**src/rtl/traffic_light_sequencer_pkg.sv**
```systemverilog
// Shared phase encodings and FSM constants for the traffic light sequencer
// and the downstream traffic light controller.
package traffic_light_sequencer_pkg;

    localparam logic [1:0] PHASE_ERROR  = 2'b00;
    localparam logic [1:0] PHASE_RED    = 2'b01;
    localparam logic [1:0] PHASE_YELLOW = 2'b10;
    localparam logic [1:0] PHASE_GREEN  = 2'b11;

    localparam logic [2:0] ST_HALT   = 3'd0;
    localparam logic [2:0] ST_RED    = 3'd1;
    localparam logic [2:0] ST_GREEN  = 3'd2;
    localparam logic [2:0] ST_YELLOW = 3'd3;
    localparam logic [2:0] ST_ERROR  = 3'd4;

    localparam logic SUB_ARM = 1'b0;
    localparam logic SUB_RUN = 1'b1;

    function automatic logic [1:0] phase_code(input logic [2:0] st);
        logic [1:0] code;
        case (st)
            ST_RED:    code = PHASE_RED;
            ST_GREEN:  code = PHASE_GREEN;
            ST_YELLOW: code = PHASE_YELLOW;
            default:   code = PHASE_ERROR;
        endcase
        return code;
    endfunction

    function automatic logic is_running(input logic [2:0] st);
        return (st == ST_RED) || (st == ST_GREEN) || (st == ST_YELLOW);
    endfunction

    function automatic logic [2:0] next_phase(input logic [2:0] st);
        logic [2:0] nxt;
        case (st)
            ST_RED:   nxt = ST_GREEN;
            ST_GREEN: nxt = ST_YELLOW;
            default:  nxt = ST_RED;
        endcase
        return nxt;
    endfunction

endpackage

```
**src/rtl/traffic_light_sequencer_phase_watchdog.sv**
```systemverilog
// Counts consecutive ARM cycles with a zero countdown and pulses timeout
// on the last permitted cycle.
module phase_watchdog #(
    parameter int TIMEOUT = 16
) (
    input  logic i_clk,
    input  logic i_reset_n,
    input  logic clear,
    input  logic count_en,
    output logic timeout
);

    localparam int CNT_W = (TIMEOUT > 1) ? $clog2(TIMEOUT) : 1;

    logic [CNT_W-1:0] count;

    assign timeout = count_en && (count == CNT_W'(TIMEOUT - 1));

    // Any cycle that is not a continued zero-countdown ARM cycle restarts the count.
    always_ff @(posedge i_clk) begin
        if (!i_reset_n) begin
            count <= '0;
        end else if (clear || !count_en) begin
            count <= '0;
        end else begin
            count <= count + CNT_W'(1);
        end
    end

endmodule

```
**src/rtl/traffic_light_sequencer.sv**
```systemverilog
// Phase sequencer driving the traffic light controller: RED -> GREEN -> YELLOW,
// with halt, fault/clear, ARM watchdog and pedestrian walk handling.
module traffic_light_sequencer
    import traffic_light_sequencer_pkg::*;
#(
    parameter int ARM_TIMEOUT = 16,
    parameter int CYCLE_W     = 8
) (
    input  logic               i_clk,
    input  logic               i_reset_n,
    input  logic               i_run,
    input  logic               i_fault,
    input  logic               i_clear,
    input  logic [6:0]         i_value,
    input  logic               i_ped_req,
    output logic [1:0]         o_state,
    output logic               o_en,
    output logic               o_walk,
    output logic               o_ped_pending,
    output logic               o_error,
    output logic [CYCLE_W-1:0] o_cycle_count
);

    logic [2:0] fsm;
    logic [2:0] fsm_next;
    logic       sub;
    logic       sub_next;
    logic       wd_count_en;
    logic       wd_clear;
    logic       wd_timeout;
    logic       ped_seen;
    logic       entering_red;

    assign wd_count_en  = is_running(fsm) && (sub == SUB_ARM) && (i_value == 7'd0);
    assign wd_clear     = (fsm_next != fsm);
    assign ped_seen     = o_ped_pending || (i_ped_req && (fsm != ST_ERROR));
    assign entering_red = (fsm_next == ST_RED) && (fsm != ST_RED);

    phase_watchdog #(
        .TIMEOUT (ARM_TIMEOUT)
    ) u_watchdog (
        .i_clk     (i_clk),
        .i_reset_n (i_reset_n),
        .clear     (wd_clear),
        .count_en  (wd_count_en),
        .timeout   (wd_timeout)
    );

    // Branch order encodes priority: fault, halt request, watchdog, phase advance.
    always_comb begin
        fsm_next = fsm;
        sub_next = sub;
        case (fsm)
            ST_ERROR: begin
                if (i_clear && !i_fault) begin
                    fsm_next = ST_HALT;
                end
            end
            ST_HALT: begin
                if (i_fault) begin
                    fsm_next = ST_ERROR;
                end else if (i_run) begin
                    fsm_next = ST_RED;
                end
            end
            default: begin
                if (i_fault) begin
                    fsm_next = ST_ERROR;
                end else if (!i_run) begin
                    fsm_next = ST_HALT;
                end else if (wd_timeout) begin
                    fsm_next = ST_ERROR;
                end else if (sub == SUB_ARM) begin
                    if (i_value != 7'd0) begin
                        sub_next = SUB_RUN;
                    end
                end else if (i_value == 7'd0) begin
                    fsm_next = next_phase(fsm);
                end
            end
        endcase
        if (fsm_next != fsm) begin
            sub_next = SUB_ARM;
        end
    end

    always_ff @(posedge i_clk) begin
        if (!i_reset_n) begin
            fsm           <= ST_HALT;
            sub           <= SUB_ARM;
            o_state       <= PHASE_ERROR;
            o_en          <= 1'b0;
            o_error       <= 1'b0;
            o_walk        <= 1'b0;
            o_ped_pending <= 1'b0;
            o_cycle_count <= '0;
        end else begin
            fsm     <= fsm_next;
            sub     <= sub_next;
            o_state <= phase_code(fsm_next);
            o_en    <= is_running(fsm_next);
            o_error <= (fsm_next == ST_ERROR);
            if ((fsm == ST_YELLOW) && (fsm_next == ST_RED)) begin
                o_cycle_count <= o_cycle_count + CYCLE_W'(1);
            end
            // A request arriving on the RED-entry cycle is served by that RED.
            if (entering_red && ped_seen) begin
                o_walk        <= 1'b1;
                o_ped_pending <= 1'b0;
            end else begin
                o_ped_pending <= ped_seen;
                if (fsm_next != ST_RED) begin
                    o_walk <= 1'b0;
                end
            end
        end
    end

endmodule

```
**config.mk**
```make
export PLATFORM = sky130hd
export DESIGN_NAME = traffic_light_sequencer
export DESIGN_NICKNAME = d
export VERILOG_FILES = /design/src/rtl/traffic_light_sequencer_pkg.sv /design/src/rtl/traffic_light_sequencer_phase_watchdog.sv /design/src/rtl/traffic_light_sequencer.sv
export SDC_FILE = /design/constraint.sdc
export NUM_CORES = 1
export LEC_CHECK = 0
export BUFFER_PORTS_ARGS = -buffer_cell sky130_fd_sc_hd__buf_2
export CAP_MARGIN = 20
export CORE_MARGIN = 2
export CORE_UTILIZATION = 30
export CTS_BUF_LIST = sky130_fd_sc_hd__clkbuf_8
export DETAILED_ROUTE_END_ITERATION = 10
export PLACE_DENSITY_LB_ADDON = 0.12
export SKIP_CTS_REPAIR_TIMING = 1
export SLEW_MARGIN = 15
export SYNTH_ARGS = -nofsm -noshare
export SYNTH_HDL_FRONTEND = slang
export SYNTH_HIERARCHICAL = 1
export SYNTH_SLANG_ARGS = --single-unit
```
**constraint.sdc**
```tcl
create_clock -name i_clk -period 3.1 [get_ports i_clk]
set_input_delay 0.155 -clock i_clk [delete_from_list [all_inputs] [get_ports i_clk]]
set_output_delay 0.155 -clock i_clk [all_outputs]
set_load 0.1 [all_outputs]
```
# Word level (Yosys, flattened, before mapping)
# Index checks and enable logic that the tools add are counted.
[word_totals]
elab_cells = 69
inputBits = 13
reg_bits = 22
[op_classes]
n_mux = 15
n_eq_ne = 13
n_addsub = 2
reduce_logical = 25
bitwise = 5
[ops]
columns = ["cell", "count"]
rows = [
  ["$mux 3", 8],
  ["$eq 3x2->1 const B", 4],
  ["$add 8x1->8 const B", 1],
  ["$logic_and 1x1->1", 8],
  ["$reduce_or 2->1", 4],
  ["$logic_not 7->1", 1],
  ["$reduce_bool 7->1", 1],
  ["$eq 3x1->1 const B", 2],
  ["$eq 3x3->1 const B", 2],
  ["$logic_or 1x1->1", 6],
  ["$ne 3x1->1 const B", 2],
  ["$pmux 2 s3", 1],
  ["$pmux 3 s2", 1],
  ["$not 1->1", 5],
  ["$add 4x1->4 const B", 1],
  ["$eq 4x4->1 const B", 1],
  ["$mux 1", 4],
  ["$pmux 2 s2", 1],
  ["$reduce_and 4->1", 1],
  ["$logic_not 3->1", 1],
  ["$ne 3x3->1", 1],
  ["$ne 3x3->1 const B", 1],
  ["$logic_not 1->1", 2],
  ["$reduce_bool 2->1", 1],
]

# Logic depth before layout (Yosys ltp)
# Gate-level depths: netlist of run 1.
[depth]
word_depth = 14
depth_mapped = 12
depth_no_buf = 11

# By module
# Netlist of run 1, hierarchy kept.
[by_module_without_submodules]
columns = ["module", "seq_area_each_um2", "cells_each", "n_inst", "area_per_inst_um2"]
rows = [
  ["traffic_light_sequencer", 360.3, 120, 1, 1079.8],
  ["phase_watchdog", 80.1, 16, 1, 168.9],
]

# Least setup slack after synthesis of run 1
# Ideal clock, no wire load.
[synth_timing]
path_type = "register to register"
startpoint = "register fsm[0]"
endpoint = "register u_watchdog.count[3]"
arrival_time_ps = 2456
path_buffers = 2
path_stages_with_launch = 13
required_ps = 3028
setup_slack_ps = 572
synth_period_minus_slack_ps = 2528
cell_sequence = "dfxtp_1 > clkbuf_1 > nor2_1 > nor4_1 > and4_2 > nor3b_1 > nand2_1 > a211o_1 > buf_2 > a222oi_1 > nand2b_1 > nand4bb_1 > mux2i_1"
[synth_via]
elab_chain_cells = 13
word_cells_on_any_way = 24
cone_classes = "eq/ne: 5; mux: 10; reduce/logical: 9"
[synth_lines]
columns = ["element", "line_no", "text"]
rows = [
  ["start: declaration", "traffic_light_sequencer.sv:24", "logic [2:0] fsm;"],
  ["start signal: assignment", "traffic_light_sequencer.sv:98", "fsm <= fsm_next;"],
  ["$eq 3x1->1 or $eq 3x2->1 (tied branches)", "traffic_light_sequencer_pkg.sv:31", "return (st == ST_RED) || (st == ST_GREEN) || (st == ST_YELLOW);"],
  ["$logic_or 1x1->1", "traffic_light_sequencer_pkg.sv:31", ""],
  ["$logic_or 1x1->1 (*)", "traffic_light_sequencer_pkg.sv:31", ""],
  ["$logic_and 1x1->1 (*) (2 in a row)", "traffic_light_sequencer.sv:34", "assign wd_count_en = is_running(fsm) && (sub == SUB_ARM) && (i_value == 7'd0);"],
  ["named net wd_count_en", "traffic_light_sequencer.sv:28", "logic wd_count_en;"],
  ["$logic_and 1x1->1 (*)", "traffic_light_sequencer_phase_watchdog.sv:17", "assign timeout = count_en && (count == CNT_W'(TIMEOUT - 1));"],
  ["named net wd_timeout", "traffic_light_sequencer.sv:30", "logic wd_timeout;"],
  ["$mux 3 (*)", "traffic_light_sequencer.sv:71", "end else if (wd_timeout) begin"],
  ["$mux 3 (*)", "traffic_light_sequencer.sv:69", "end else if (!i_run) begin"],
  ["$mux 3 (*)", "traffic_light_sequencer.sv:67", "if (i_fault) begin"],
  ["$pmux 3 s2 (*)", "traffic_light_sequencer.sv:53", "case (fsm)"],
  ["$ne 3x3->1 (*)", "traffic_light_sequencer.sv:35", "assign wd_clear = (fsm_next != fsm);"],
  ["named net wd_clear", "traffic_light_sequencer.sv:29", "logic wd_clear;"],
  ["$logic_or 1x1->1 (*)", "traffic_light_sequencer_phase_watchdog.sv:23", "end else if (clear || !count_en) begin"],
  ["$reduce_or 2->1 (no source line) (*)", "n/a", ""],
  ["end signal: assignment", "traffic_light_sequencer_phase_watchdog.sv:26", "count <= count + CNT_W'(1);"],
  ["end: declaration", "traffic_light_sequencer_phase_watchdog.sv:15", "logic [CNT_W-1:0] count;"],
]
# The timed path passes the listed nets; every way through them passes the cells marked *.
# A chain may end at the register's enable or synchronous reset.

# Worst setup path in the final report of run 1
# Ends and elaborated chain as after synthesis.

==> results.toml, run 1 <==
[layout]
multi_input_area_um2 = 751
final_layout_size_suffix_gt1_frac = 0.272
area_growth_pct = 19.5
final_cell_count_no_fill = 212
final_nets = 178
regArea_um2 = 440
fillCellCount = 439
n_antenna_cell = 0

[route]
final_antenna_net_count = 0
dr.pass1.iters = 4
wirelength_um = 2770
wire_per_inst_um = 13.1
viasPerCell = 5.16
vias = 1093
drtIter0Drc = 31
drc = 0

[synth]
ys.flop_type = "dfxtp_1"
yosysUniqueCellTypes = 48
async_flop_share = 0
netlist_area_um2 = 1250
synth_top_area_share = 0.353
synth_compound_area_frac = 0.196
synthCells = 136
ys_top_cells_by_area = "dfxtp_1 (35%), mux2i_1 (7.2%), nand2_1 (5.1%), nand2b_1 (4.5%), a2111oi_2 (3.6%)"
synth_edf_count = 0
synth-seq-cells = 22
synth_mux_area_frac = 0.0721
yosysTopAreaCell = "dfxtp_1"
synth_top_family_by_area = "simple AND/OR/NAND/NOR gates"
synth_nets = 151
yosysWarnings = 6
synth_xor_area_frac = 0.0140
syn_area_per_cell_um2 = 9.18
yosys.area_share.simple = 0.299
post_synth_fa_ha_maj_area_fraction = 0.0200
seq_area_frac_synth = 0.353

[pwr]
ir_worst_vdd_v = 0.000184
powerDensity_nw_per_um2 = 425
power_w = 0.000635
p_leak_nw = 0.572

[timing]
fmax_mhz = 372
finalSetupViolCount = 0
worst_pin_slew_ns = 0.595
fin_skew_ns = 0.0106
max_slew_margin = 0.599
period_share = 0.868
rsz0062_at_grt = "false"
fin_ws_ns = 0.410
finalHoldViolations = 0
drv_slew = 0
fin_crit_ns = 2.69
tns_ns = 0

[placed_design]
place_inst = 208
hpwlAfterDp_um = 2190
pre_cts_ws_ns = 0.184
place_congestion = 0.818
io_buffers = 26

[clocking]
cts_tree = "done"
ctsRootBufferMaster = "clkbuf_8"
cts_made_buffers = 3
cts_max_level = 1
clock_latency_ns = 0.27
clock-sinks = 22
clk_path_buf_depth = 2
cts.clk_slew.worst_paths_ns = 0.09

[die]
ios = 27
start_util = 0.312
coreArea_um2 = 4000
rows = 23
die_y_um = 68.5
dieArea_um2 = 4690
die_w_um = 68.5

[worst_setup_path]
r2r_start = "fsm[0]$_SDFF_PN0_"
crit_fanout = 9
endpoint_kind = "register"
cp.required_ns = 3.29
startpoint_type = "register"
regToRegSetupSlack_ns = 0.41
worst-setup-path-type = "reg2reg"
cp.arrival_ns = 2.88
crit_start = "fsm[0]$_SDFF_PN0_"

[grt]
grt_max_degree = 27
grt_pass1_vias = 1023
antenna_found_initial = 0
grt_overflow = 0
grt_usage = 0.136
grt_first_pass_wirelength_um = 4790

[worst_hold_path]
min-delay-start = "i_ped_req"
hold_path_class = "in2reg"

[run_status]
status = "completed"

[run]
max-cap-violations = 0
## registers in the layout (all words and copies together) (netlist names)
| signal | count |
|---|---|
| o_en | 1 |
| u_watchdog/count | 4 |
| o_ped_pending | 1 |
| o_error | 1 |
| o_cycle_count | 8 |
| o_state | 2 |
| o_walk | 1 |
| fsm | 3 |
| sub | 1 |
## stage by stage
| step | cell area, um^2 | utilization | hold WS [ns] |
|---|---|---|---|
| after floorplan | 1250 | - | 0.291 |
| after global routing | 1490 | 0.373 | 0.303 |
| after detailed placement | 1420 | 0.355 | 0.439 |
| after global placement | 1420 | 0.355 | 0.427 |
| final | 1490 | 0.373 | 0.267 |
| after CTS | 1490 | 0.373 | 0.263 |
## cells by family after synthesis
kind of cell	Yosys count
compound gates	29
buf+inv	10
xor+xnor	2
mux	9
fa+ha+maj	2
flops	22
simple gates	62
## synth_stat cells, types with 2 or more instances
| cell type | instances |
|---|---|
| a21o_1 | 2 |
| nand4_1 | 2 |
| buf_6 | 2 |
| mux2i_1 | 9 |
| and2_1 | 3 |
| dfxtp_1 | 22 |
| or4_4 | 2 |
| nand2b_1 | 9 |
| nor3b_1 | 4 |
| xnor2_1 | 2 |
| nand4bb_1 | 2 |
| clkbuf_1 | 4 |
| nand2_1 | 17 |
| and3_1 | 2 |
| inv_1 | 2 |
| nor2_1 | 5 |
| nand3_1 | 5 |
| o21ai_0 | 2 |
| a2111oi_2 | 3 |
| a21oi_1 | 6 |
| nor3_1 | 2 |
| or4b_1 | 2 |
| ha_1 | 2 |
## layout by cell type, fill, tap and decap left out, types with 3 or more instances in the layout
master / n
a21oi_1: 6
a2111oi_2: 3
nor3b_1: 4
clkbuf_8: 3
nor2_1: 5
buf_2: 26
mux2i_1: 9
nand2_1: 17
buf_4: 4
nand3_1: 5
and2_1: 3
nand2b_1: 9
dfxtp_1: 22
## layout make-up
type | instances | area share
Multi-Input combinational cell | 104 | 0.503
Sequential cell | 22 | 0.295
Timing Repair Buffer | 30 | 0.107
Tap cell | 50 | 0.0419
Clock buffer | 3 | 0.0277
Clock inverter | 1 | 0.0201
Inverter | 2 | 0.00503
## worst max-delay path, cell delays in order, from the launching register on
cell       delay (ns)
dfxtp_1          0.32
nor2_1           0.18
nor4_1           0.12
and4_2           0.29
nor3b_1          0.28
nand2_1          0.18
a211o_1          0.40
a222oi_1         0.37
nand2b_1         0.14
nand4bb_1        0.20
mux2i_1          0.14
## power by group
group / switching (W) / internal (W)
logic: 0.0000516 / 0.0000253
clock network: 0.0000972 / 0.000173
registers: 0.00000171 / 0.000287
## path summary, 6_finish.rpt
check / endpoint / depth (start not counted)
worst min-delay path: o_ped_pending$_SDFF_PP0_ / 3
worst max-delay path: u_watchdog/count[3]$_SDFF_PP0_ / 10
worst min register to register: u_watchdog/count[0]$_SDFF_PP0_ / 1
worst max register to register: u_watchdog/count[3]$_SDFF_PP0_ / 10
## layer usage
layer	GRT usage	up-vias	routed length (um)
li1	-	557	-
met1	0.174	506	1280
met2	0.225	26	1340
met3	0.0244	4	111
met4	0.0525	0	35
met5	0	-	0
(Power assumes the default switching activity.)
==> run 2: changes to the inputs <==
Settings changed: CORE_MARGIN 2 to not set, CTS_BUF_LIST sky130_fd_sc_hd__clkbuf_8 to sky130_fd_sc_hd__clkbuf_4.
==> results.toml, run 2 (synthesized netlist as in run 1, its figures left out) <==
[route]
wirelength_um = 2640
vias = 1070
viasPerCell = 5.07
drtIter0Drc = 61
drc = 0
wire_per_inst_um = 12.5
final_antenna_net_count = 0
dr.pass1.iters = 4

[placed_design]
io_buffers = 26
hpwlAfterDp_um = 2070
place_inst = 207
place_congestion = 0.791
pre_cts_ws_ns = 0.248

[clocking]
clk_path_buf_depth = 2
ctsRootBufferMaster = "clkbuf_4"
cts_max_level = 1
clock-sinks = 22
clock_latency_ns = 0.30
cts_tree = "done"
cts.clk_slew.worst_paths_ns = 0.12
cts_made_buffers = 3

[worst_setup_path]
endpoint_kind = "register"
cp.arrival_ns = 2.95
crit_fanout = 8
ff2ff_path_depth = 9
regToRegSetupSlack_ns = 0.40
r2r_start = "fsm[1]$_SDFF_PN0_"
startpoint_type = "register"
cp.required_ns = 3.34
crit_start = "fsm[1]$_SDFF_PN0_"
worst-setup-path-type = "reg2reg"
r2r_end = "o_cycle_count[4]$_SDFFE_PN0P_"

[worst_hold_path]
hold_path_class = "in2reg"
hold_end = "o_ped_pending$_SDFF_PP0_"
min-delay-start = "i_ped_req"
whs_path_depth = 3

[grt]
gr-max-usage-layer = "met2"
grt_use_met1 = 0.162
grt_pass1_vias = 1051
grt_usage = 0.137
grt.met2_usage = 0.245
grt_use_met3 = 0.0240
antenna_found_initial = 0
grt_overflow = 0
grt_max_degree = 27
grt_first_pass_wirelength_um = 4630

[timing]
max_slew_margin = 0.627
fin_crit_ns = 2.70
fmax_mhz = 370
fin_skew_ns = 0.00193
finalSetupViolCount = 0
drv_slew = 0
finalHoldViolations = 0
fin_ws_ns = 0.396
worst_pin_slew_ns = 0.545
period_share = 0.872
tns_ns = 0
rsz0062_at_grt = "false"

[run_status]
status = "completed"

[layout]
final_cell_count_no_fill = 211
most-common-layout-cells = "buf_2 (26), dfxtp_1 (22), nand2_1 (17)"
largestRegisters = "o_cycle_count x8, u_watchdog/count x4, fsm x3"
n_antenna_cell = 0
area_growth_pct = 17.4
final_layout_size_suffix_gt1_frac = 0.267
largest_register_ffs = 8
final_nets = 177
largest-register = "o_cycle_count"
final_common_cell = "buf_2"

[pwr]
power_w = 0.000584
ir_worst_vdd_v = 0.000132
p_leak_nw = 0.559
powerDensity_nw_per_um2 = 398

[die]
ios = 27
start_util = 0.312
coreArea_um2 = 4000
die_y_um = 66.5
die_w_um = 66.5
dieArea_um2 = 4420
rows = 23

[run]
max-cap-violations = 0
-- run 2: changes by cell type in the layout (fill, tap and decap cells not counted) --
cell and change:
buf_4 -1, clkbuf_4 +3, clkbuf_8 -3
-- run 2: worst max-delay path by stage --
stage	to	cells after the start	slack, ns
2_1_floorplan	u_watchdog/count[3]$_SDFF_PP0_	12	0.57
3_3_place_gp	o_cycle_count[3]$_SDFFE_PN0P_	10	0.31
3_5_place_dp	o_cycle_count[3]$_SDFFE_PN0P_	10	0.25
4_1_cts	o_cycle_count[3]$_SDFFE_PN0P_	8	0.35
5_1_grt	o_cycle_count[3]$_SDFFE_PN0P_	8	0.16
6_report	o_cycle_count[4]$_SDFFE_PN0P_	9	0.40
-- run 2: per-stage QoR --
stage	utilization	hold WS, ns	area (um^2)
after floorplan	-	0.291	1250
after global placement	0.353	0.429	1410
after detailed placement	0.353	0.455	1410
after CTS	0.367	0.237	1470
after global routing	0.367	0.250	1470
final	0.367	0.244	1470
-- run 2: layout make-up --
cell class                      count  area, um^2
Fill cell                         441        2530
Multi-Input combinational cell    104         751
Sequential cell                    22         440
Timing Repair Buffer               29         153
Tap cell                           50        62.6
Clock inverter                      1        30.0
Clock buffer                        3        22.5
Inverter                            2        7.51
-- run 2: routing by layer --
layer  up-vias  share of wire
met2        19           0.48
met3         2          0.040
met5         -              0
li1        556              -
met4         0         0.0080
met1       493           0.47
-- run 2: power breakdown --
part	internal [W]	switching, W
sequential	0.000287	0.00000199
clock	0.000131	0.0000882
combinational	0.0000252	0.0000507
total	0.000443	0.000141
-- run 2: critical path: stages, from the launching register on --
cell and delay [ns]:
dfxtp_1 0.41, nor2_1 0.19, nor4_1 0.11, and4_2 0.29, nor3b_1 0.29, nand2_1 0.17, a211o_1 0.38, buf_4 0.20
a2111oi_2 0.37, mux2i_1 0.22
==> run 3: changes to the inputs <==
Settings changed: ABC_AREA set to 1, BUFFER_PORTS_ARGS -buffer_cell sky130_fd_sc_hd__buf_2 to not set, DONT_BUFFER_PORTS set to 1.
==> results.toml, run 3 <==
[synth]
synth_common_cells = "nand2_1 (26), dfxtp_1 (22), nor2_1 (21)"
yosysUniqueCellTypes = 30
synth_top_area_share = 0.356
yosysMostFrequentCell = "nand2_1"
async_flop_share = 0
ys.flop_type = "dfxtp_1"
netlist_area_um2 = 1240
syn_area_per_cell_um2 = 7.45
synthCells = 166
yosysTopAreaCell = "dfxtp_1"
synth_nets = 181
synth_edf_count = 0
seq_area_frac_synth = 0.356
synth-seq-cells = 22
yosysWarnings = 6
ys_top_cells_by_area = "dfxtp_1 (36%), nand2_1 (7.9%), nor2_1 (6.4%), inv_1 (5.8%), xor2_1 (5.7%)"

[placed_design]
pre_cts_ws_ns = 0.767
hpwlAfterDp_um = 2110
io_buffers = 0
place_congestion = 0.874

[grt]
grt_usage = 0.133
grt_first_pass_wirelength_um = 4400
antenna_found_initial = 0
grt_overflow = 0
grt_pass1_vias = 1004
grt_max_degree = 15

[clocking]
clock-sinks = 22
cts_made_buffers = 3
cts_tree = "done"
cts.clk_slew.worst_paths_ns = 0.14
clk_path_buf_depth = 2
cts_max_level = 1
ctsRootBufferMaster = "clkbuf_4"
clock_latency_ns = 0.32

[timing]
max_slew_margin = 0.374
fin_ws_ns = 0.763
worst_pin_slew_ns = 0.938
finalHoldViolations = 0
rsz0062_at_grt = "false"
fin_skew_ns = 0.00458
fin_crit_ns = 2.34
finalSetupViolCount = 0
drv_slew = 0
period_share = 0.754
tns_ns = 0
fmax_mhz = 428

[die]
dieArea_um2 = 4390
die_w_um = 66.2
die_y_um = 66.2
rows = 22
coreArea_um2 = 3800
start_util = 0.326
ios = 27

[route]
final_antenna_net_count = 0
wirelength_um = 2770
drtIter0Drc = 48
wl_met3_um = 195
met1Wirelength_um = 1180
dr.pass1.iters = 4
met2_wirelength_um = 1370
vias = 1080
viasPerCell = 4.76
wire_per_inst_um = 12.2
routed.top_layer = "met4"
drc = 0

[pwr]
power_w = 0.000506
combPwrFrac = 0.119
switching_share = 0.304
powerDensity_nw_per_um2 = 362
p_int_w = 0.000352
clkPwrFrac = 0.287
ir_worst_vdd_v = 0.000261
power.share.sequential = 0.594
p_leak_nw = 0.590
p_sw_w = 0.000154

[worst_setup_path]
endpoint_kind = "register"
startpoint_type = "register"
worst-setup-path-type = "reg2reg"
regToRegSetupSlack_ns = 0.76
cp.arrival_ns = 2.60
cp.required_ns = 3.36
crit_fanout = 5

[layout]
largest-register = "o_cycle_count"
area_growth_pct = 12.9
final_common_cell = "nand2_1"
n_antenna_cell = 0
most-common-layout-cells = "nand2_1 (26), dfxtp_1 (22), nor2_1 (21)"
fillCellCount = 398
multi_input_area_um2 = 689
regArea_um2 = 440
final_util = 0.368
largest_register_ffs = 8
largestRegisters = "o_cycle_count x8, u_watchdog/count x4, fsm x3"
final_nets = 195
final_layout_size_suffix_gt1_frac = 0.196

[run]
max-cap-violations = 0

[worst_hold_path]
hold_path_class = "in2reg"

[run_status]
status = "completed"
-- run 3: final timing paths --
path,startpoint,endpoint,depth (start not counted)
min,i_reset_n,u_watchdog/count[2]$_SDFF_PP0_,2
min reg2reg,u_watchdog/count[0]$_SDFF_PP0_,u_watchdog/count[0]$_SDFF_PP0_,1
max reg2reg,fsm[1]$_SDFF_PN0_,u_watchdog/count[2]$_SDFF_PP0_,13
max,fsm[1]$_SDFF_PN0_,u_watchdog/count[2]$_SDFF_PP0_,13
-- run 3: kinds of logic (layout without fill, tap and decap cells) --
kind of cell               Yosys count  count (layout)  synth area share
AOI/OAI and AO/OA                   17              17            0.0799
and+or+nand+nor                     89              89             0.393
buffers and inverters               27              40            0.0870
DFF                                 22              22             0.356
adders and majority gates            2               2            0.0202
xor gates and xnor gates             9               9            0.0637
-- run 3: routing by layer --
metal,GRT usage,vias to the layer above
li1,-,565
met1,0.142,484
met2,0.241,29
met3,0.0500,2
met4,0.0399,0
met5,0,-
-- run 3: worst max-delay path: stages, from the launching register on --
cell and delay, ns:
dfxtp_1 0.41, inv_2 0.08, nand2_4 0.08, nand3_1 0.06, nor3_1 0.27, nand2_1 0.09, nor2_1 0.26, nor3_4 0.10
nand3_2 0.13, nand2_2 0.11, xor2_1 0.21, nand3_2 0.12, nand3b_1 0.23, nor3_2 0.13
-- run 3: through the flow --
step           cell area (um^2)  hold WS, ns  cells
5_1_grt                    1400       0.0317    227
4_1_cts                    1390      -0.0821    226
3_5_place_dp               1360        0.288    222
3_3_place_gp               1360        0.280    222
6_report                   1400       0.0287    227
2_1_floorplan              1240        0.276    166
-- run 3: power by group through the flow --
stage,clock (W),combinational (W),sequential (W)
4_1_cts,0.000155,0.0000587,0.000301
3_3_place_gp,0,0.0000579,0.000307
5_1_grt,0.000162,0.0000656,0.000301
3_5_place_dp,0,0.0000586,0.000307
2_1_floorplan,0,0.0000390,0.000316
6_report,0.000145,0.0000601,0.000301
-- run 3: area by class of cell --
cell class,instances,share of cell area
clock buffer,3,0.0161
tap,48,0.0430
clock inverter,1,0.00269
inverter,25,0.0689
timing repair buffer,11,0.0609
sequential,22,0.315
multi-input combinational,117,0.493
